`src/rtl/pc_seq_pkg.sv`:
```
// Shared definitions for the program-sequencing counter: op encodings and
// the return-stack pointer sizing helper.
package pc_seq_pkg;

  localparam logic [2:0] OP_INC  = 3'b000;
  localparam logic [2:0] OP_HOLD = 3'b001;
  localparam logic [2:0] OP_JMP  = 3'b010;
  localparam logic [2:0] OP_BR   = 3'b011;
  localparam logic [2:0] OP_CALL = 3'b100;
  localparam logic [2:0] OP_RET  = 3'b101;

  // Pointer must represent 0..depth inclusive, hence depth+1 states.
  function automatic int ptr_width(input int depth);
    return $clog2(depth + 1);
  endfunction

endpackage

```
`src/rtl/pc_ret_stack.sv`:
```
// Hardware return-address stack (LIFO) with registered full/empty flags and a
// sticky misuse error (push when full, pop when empty).
module pc_ret_stack
  import pc_seq_pkg::*;
#(
  parameter int WIDTH = 8,
  parameter int DEPTH = 4
) (
  input  logic             clock,
  input  logic             reset,
  input  logic             push,
  input  logic             pop,
  input  logic [WIDTH-1:0] push_data,
  output logic [WIDTH-1:0] top_data,
  output logic             full,
  output logic             empty,
  output logic             err
);

  localparam int PW = ptr_width(DEPTH);

  logic [WIDTH-1:0] mem_q [DEPTH];
  logic [WIDTH-1:0] mem_d [DEPTH];
  logic [PW-1:0]    ptr_q, ptr_d;
  logic             full_q, full_d;
  logic             empty_q, empty_d;
  logic             err_q, err_d;

  // Next pointer, entry write and error flag for a push/pop request.
  always_comb begin
    mem_d = mem_q;
    ptr_d = ptr_q;
    err_d = err_q;
    if (push) begin
      if (full_q) begin
        err_d = 1'b1;
      end else begin
        for (int i = 0; i < DEPTH; i++) begin
          if (PW'(i) == ptr_q) begin
            mem_d[i] = push_data;
          end else begin
            mem_d[i] = mem_q[i];
          end
        end
        ptr_d = ptr_q + PW'(1);
      end
    end else if (pop) begin
      if (empty_q) begin
        err_d = 1'b1;
      end else begin
        ptr_d = ptr_q - PW'(1);
      end
    end else begin
      ptr_d = ptr_q;
    end
    full_d  = (ptr_d == PW'(DEPTH));
    empty_d = (ptr_d == PW'(0));
  end

  // Top-of-stack read; value is meaningless when empty.
  always_comb begin
    top_data = '0;
    for (int i = 0; i < DEPTH; i++) begin
      if (PW'(i + 1) == ptr_q) begin
        top_data = mem_q[i];
      end else begin
        top_data = top_data;
      end
    end
  end

  // Pointer and flag registers with synchronous active-low reset.
  always_ff @(posedge clock) begin
    if (!reset) begin
      ptr_q   <= PW'(0);
      full_q  <= 1'b0;
      empty_q <= 1'b1;
      err_q   <= 1'b0;
    end else begin
      ptr_q   <= ptr_d;
      full_q  <= full_d;
      empty_q <= empty_d;
      err_q   <= err_d;
    end
  end

  // Entry storage; contents after reset are don't-care so no reset here.
  always_ff @(posedge clock) begin
    mem_q <= mem_d;
  end

  assign full  = full_q;
  assign empty = empty_q;
  assign err   = err_q;

endmodule

```
`src/rtl/pc_seq_unit.sv`:
```
// Fetch-stage program counter: increment, hold, jump, relative branch and
// call/return through a hardware return-address stack.
module pc_seq_unit
  import pc_seq_pkg::*;
#(
  parameter int               WIDTH      = 8,
  parameter int               DEPTH      = 4,
  parameter logic [WIDTH-1:0] RESET_ADDR = '0
) (
  input  logic             clock,
  input  logic             reset,
  input  logic             stall,
  input  logic [2:0]       op,
  input  logic [WIDTH-1:0] target,
  output logic [WIDTH-1:0] pc,
  output logic             tc,
  output logic             stack_full,
  output logic             stack_empty,
  output logic             stack_err
);

  logic [WIDTH-1:0] pc_q, pc_d;
  logic             tc_q, tc_d;
  logic             push_s, pop_s;
  logic [WIDTH-1:0] top_s;
  logic [WIDTH-1:0] ret_addr_s;
  logic             full_s, empty_s, err_s;

  assign ret_addr_s = pc_q + WIDTH'(1);

  // Next-pc mux and stack requests; stall suppresses everything.
  always_comb begin
    pc_d   = pc_q;
    push_s = 1'b0;
    pop_s  = 1'b0;
    if (stall) begin
      pc_d = pc_q;
    end else begin
      case (op)
        OP_HOLD: pc_d = pc_q;
        OP_JMP:  pc_d = target;
        OP_BR:   pc_d = pc_q + target;
        OP_CALL: begin
          push_s = 1'b1;
          if (full_s) begin
            pc_d = pc_q;
          end else begin
            pc_d = target;
          end
        end
        OP_RET: begin
          pop_s = 1'b1;
          if (empty_s) begin
            pc_d = pc_q;
          end else begin
            pc_d = top_s;
          end
        end
        default: pc_d = ret_addr_s;
      endcase
    end
    tc_d = &pc_d;
  end

  // PC and terminal-count registers.
  always_ff @(posedge clock) begin
    if (!reset) begin
      pc_q <= RESET_ADDR;
      tc_q <= &RESET_ADDR;
    end else begin
      pc_q <= pc_d;
      tc_q <= tc_d;
    end
  end

  pc_ret_stack #(
    .WIDTH(WIDTH),
    .DEPTH(DEPTH)
  ) u_stack (
    .clock    (clock),
    .reset    (reset),
    .push     (push_s),
    .pop      (pop_s),
    .push_data(ret_addr_s),
    .top_data (top_s),
    .full     (full_s),
    .empty    (empty_s),
    .err      (err_s)
  );

  assign pc          = pc_q;
  assign tc          = tc_q;
  assign stack_full  = full_s;
  assign stack_empty = empty_s;
  assign stack_err   = err_s;

endmodule

```
`config.mk`:
```
export PLATFORM = sky130hd
export DESIGN_NAME = pc_seq_unit
export DESIGN_NICKNAME = d
export VERILOG_FILES = /design/src/rtl/pc_seq_pkg.sv /design/src/rtl/pc_ret_stack.sv /design/src/rtl/pc_seq_unit.sv
export SDC_FILE = /design/constraint.sdc
export NUM_CORES = 1
export LEC_CHECK = 0
export BUFFER_PORTS_ARGS = -buffer_cell sky130_fd_sc_hd__buf_2
export CELL_PAD_IN_SITES_DETAIL_PLACEMENT = 0
export CELL_PAD_IN_SITES_GLOBAL_PLACEMENT = 1
export CORE_ASPECT_RATIO = 0.5
export CORE_MARGIN = 5
export CORE_UTILIZATION = 45
export CTS_CLUSTER_DIAMETER = 200
export DETAILED_ROUTE_END_ITERATION = 8
export PLACE_DENSITY_LB_ADDON = 0.12
export SLEW_MARGIN = 25
export SYNTH_ARGS = -nofsm -noshare
export SYNTH_HDL_FRONTEND = slang
export SYNTH_SLANG_ARGS = --single-unit
```
`constraint.sdc`:
```
create_clock -name clock -period 2.8 [get_ports clock]
set_clock_uncertainty 0.2 [all_clocks]
set_input_delay 0.56 -clock clock [delete_from_list [all_inputs] [get_ports clock]]
set_output_delay 0.56 -clock clock [all_outputs]
set_load 0.1 [all_outputs]
```
==> run metrics <==
outcome finished, final reports clean; DRT antenna net count 0; Starting Density 47.5%; # IOs 26; DR iter-0 viols 337; initial antenna violation count 0; DR WL/cell 18.8 um; pwr/cell area 494 nW/um^2; post-layout util 57.1%; ys async rst share 0%; critical path required time 2.79 ns; row count 20; CTS root buffer clkbuf_16; Placer Congestion approximately 0.9; die area ~8400 um^2; worst slew pin tran 0.616 ns; Mapped Nets 341; first-pass GRT wire length roughly 14 mm; DP Wirelength ~6.5 mm; CTS tree yes; Max stage delay on crit path roughly 0.38 ns; Synth Register Bits 47; GRT Total Usage between 20% and 30%; crit path DAT 2.61 ns; VDD IR max 249 uV; via count 2667; die height around 67 um; vias in the first global route 2486; max-cap viol count 0; die width ~120 um; Reg clk slew, reported paths roughly 0.070 ns; layout cells sized above 1 23.2%; cell mode on critical path buf_4; nets@finish 390; fin crit period 2.62 ns; Worst Path Buf+Inv 3; most frequent cells in the layout edfxtp_1 (32), buf_4 (28), nor2_1 (27), nand2_1 (26), buf_2 (25); Top Family by Delay on Critical Path simple AND/OR/NAND/NOR gates; Final Slew Violations 0; Layout area overhead 20.4%; pin count of the biggest net entering global routing 16; Syn Std Cell Area ~3000 um^2; Slew headroom 58.7%; Final Hold Vio Count 0; CTS Buf Count 5; CP Cell Sequence inv_1 > ha_2 > nor3b_4 > buf_4 > buf_4 > a21oi_1 > a31oi_1 > nand2_1 > a311oi_2 > nand4_1 > nor4bb_1; Avg Inst Size Synth 9.44 um^2; # port buffers 25; Final setup violation count 0; total core area 6210 um^2; EDFF count, synth 32; class of the worst hold path flop to flop; cell count after synthesis roughly 310; gr ovfl total 0; Main synth FF type edfxtp_1; drt via density around 6; P_leak between 1 and 1.5 nW; worst skew pair latency 0.29 ns; Fillers 560; worst-path maximum fanout 6; number of diodes 0; Post-Place Setup Slack -0.156 ns; Slowest cell on crit path dfxtp_4; RSZ-0062 raised after global routing no; H-tree depth 2; Max Clock Freq approximately 0.38 GHz; Setup crit start kind flop; Clock Tree Buf Depth 2; router iterations before antenna repair 6; Clock Sinks 47; Setup Crit Path Kind flop to flop; CP endpoint kind flop; drt total wl 8.45 mm; post-route clock period utilization 93.7%; most common cell after layout, fill and taps aside edfxtp_1; setup ws final 0.176 ns; Seq/Total Area, Yosys 42.8%; DRC 0; yosys warns 0; Cell variety after synth 57
path summary, 6_finish.rpt:
path              slack, ns              from  cells after the start           to
setup / recovery       0.18  u_stack.ptr_q[0]                     11           tc
hold reg to reg        0.27       u_stack.err                      2  u_stack.err
hold / removal         0.27       u_stack.err                      2  u_stack.err
setup reg to reg       0.18  u_stack.ptr_q[0]                     11           tc
state kept, by name (all words and copies together), names as in the netlist:
name / cells
pc: 8
tc: 1
u_stack.empty: 1
u_stack.err: 1
u_stack.full: 1
u_stack.mem_q: 32
u_stack.ptr_q: 3
worst register-to-register path: stages, from the launching register on:
cell and delay, ns:
dfxtp_4 0.38, inv_1 0.10, ha_2 0.23, nor3b_4 0.23, buf_4 0.15, buf_4 0.14
a21oi_1 0.07, a31oi_1 0.18, nand2_1 0.14, a311oi_2 0.30, nand4_1 0.12, nor4bb_1 0.28
Yosys cell counts, types with 2 or more instances:
cell | instances | share of area [%]
o21ai_1 | 2 | 0.34
dfxtp_1 | 15 | 10
nor4_1 | 2 | 0.42
a21o_1 | 2 | 0.51
o22ai_1 | 7 | 1.5
ha_1 | 14 | 5.9
nand4_1 | 3 | 0.64
xnor2_1 | 5 | 1.5
edfxtp_1 | 32 | 33
a22oi_1 | 3 | 0.76
nand3_1 | 5 | 0.85
and3b_1 | 2 | 0.59
a221oi_1 | 5 | 1.5
o21ai_0 | 15 | 2.5
o21a_1 | 2 | 0.51
buf_2 | 4 | 0.68
a21oi_1 | 21 | 3.6
nor2_1 | 27 | 3.4
nand2_1 | 26 | 3.3
a2111oi_0 | 2 | 0.59
nor2b_1 | 5 | 1.1
nand2b_1 | 10 | 2.1
a211oi_1 | 6 | 1.5
and2_1 | 6 | 1.3
a311oi_1 | 3 | 0.89
a31oi_1 | 11 | 2.3
o211ai_1 | 5 | 1.3
and3_1 | 14 | 3.0
or3b_2 | 3 | 0.89
nor3_1 | 8 | 1.4
o221ai_1 | 2 | 0.59
inv_1 | 13 | 1.7
xor2_1 | 5 | 1.5
clkbuf_1 | 4 | 0.51
cell type report:
| class | instances | area [um^2] | share of cell area (%) |
|---|---|---|---|
| Sequential cell | 47 | 1270 | 35.9 |
| Inverter | 14 | 52.6 | 1.48 |
| Clock buffer | 5 | 125 | 3.53 |
| Multi-Input combinational cell | 240 | 1630 | 46.0 |
| Clock inverter | 3 | 20.0 | 0.565 |
| Tap cell | 88 | 110 | 3.11 |
| Timing Repair Buffer | 53 | 335 | 9.46 |
cells by family (layout without fill, tap and decap cells):
kind of cell	Yosys count	count (layout)	share of synthesized area [%]
AO/OA/AOI/OAI	93	93	21.0
adder cells (fa/ha/maj)	15	15	6.63
XOR/XNOR	10	10	2.97
multiplexers	1	1	0.340
AND/OR/NAND/NOR	121	121	22.5
buffers and inverters	25	75	3.78
flip-flops	47	47	42.8
power breakdown:
group / switching [mW] / leakage [nW] / internal, mW / total (mW)
registers: 0.0203 / 0.412 / 0.763 / 0.783
clock network: 0.253 / 0.0674 / 0.329 / 0.582
logic: 0.257 / 0.899 / 0.128 / 0.384
through the flow:
step / total power [mW] / area, um^2 / hold slack [ns] / instances / setup TNS, ns
CTS: 1.74 / 3460 / 0.276 / 447 / 0
global placement: 1.16 / 3310 / 0.250 / 439 / -0.0138
global route: 1.83 / 3550 / 0.331 / 450 / 0
floorplan: 1.06 / 2950 / 0.342 / 312 / 0
detailed placement: 1.17 / 3310 / 0.261 / 439 / -0.156
finish: 1.75 / 3550 / 0.273 / 450 / 0
what timing repair did:
action / CTS / global route
resized for setup: 0 / 14
setup buffers: 0 / 3
hold endpoints to repair: 0 / 0
hold buffers: 0 / 0
setup endpoints to repair: 0 / 2
layer usage:
layer	global-route usage [%]	up-vias	wire, um
li1	-	1274	-
met1	31.7	1283	4300
met2	30.6	104	3520
met3	3.63	6	589
met4	2.87	0	35
met5	0	-	0
No activity file was read; power rests on OpenSTA's default activity.
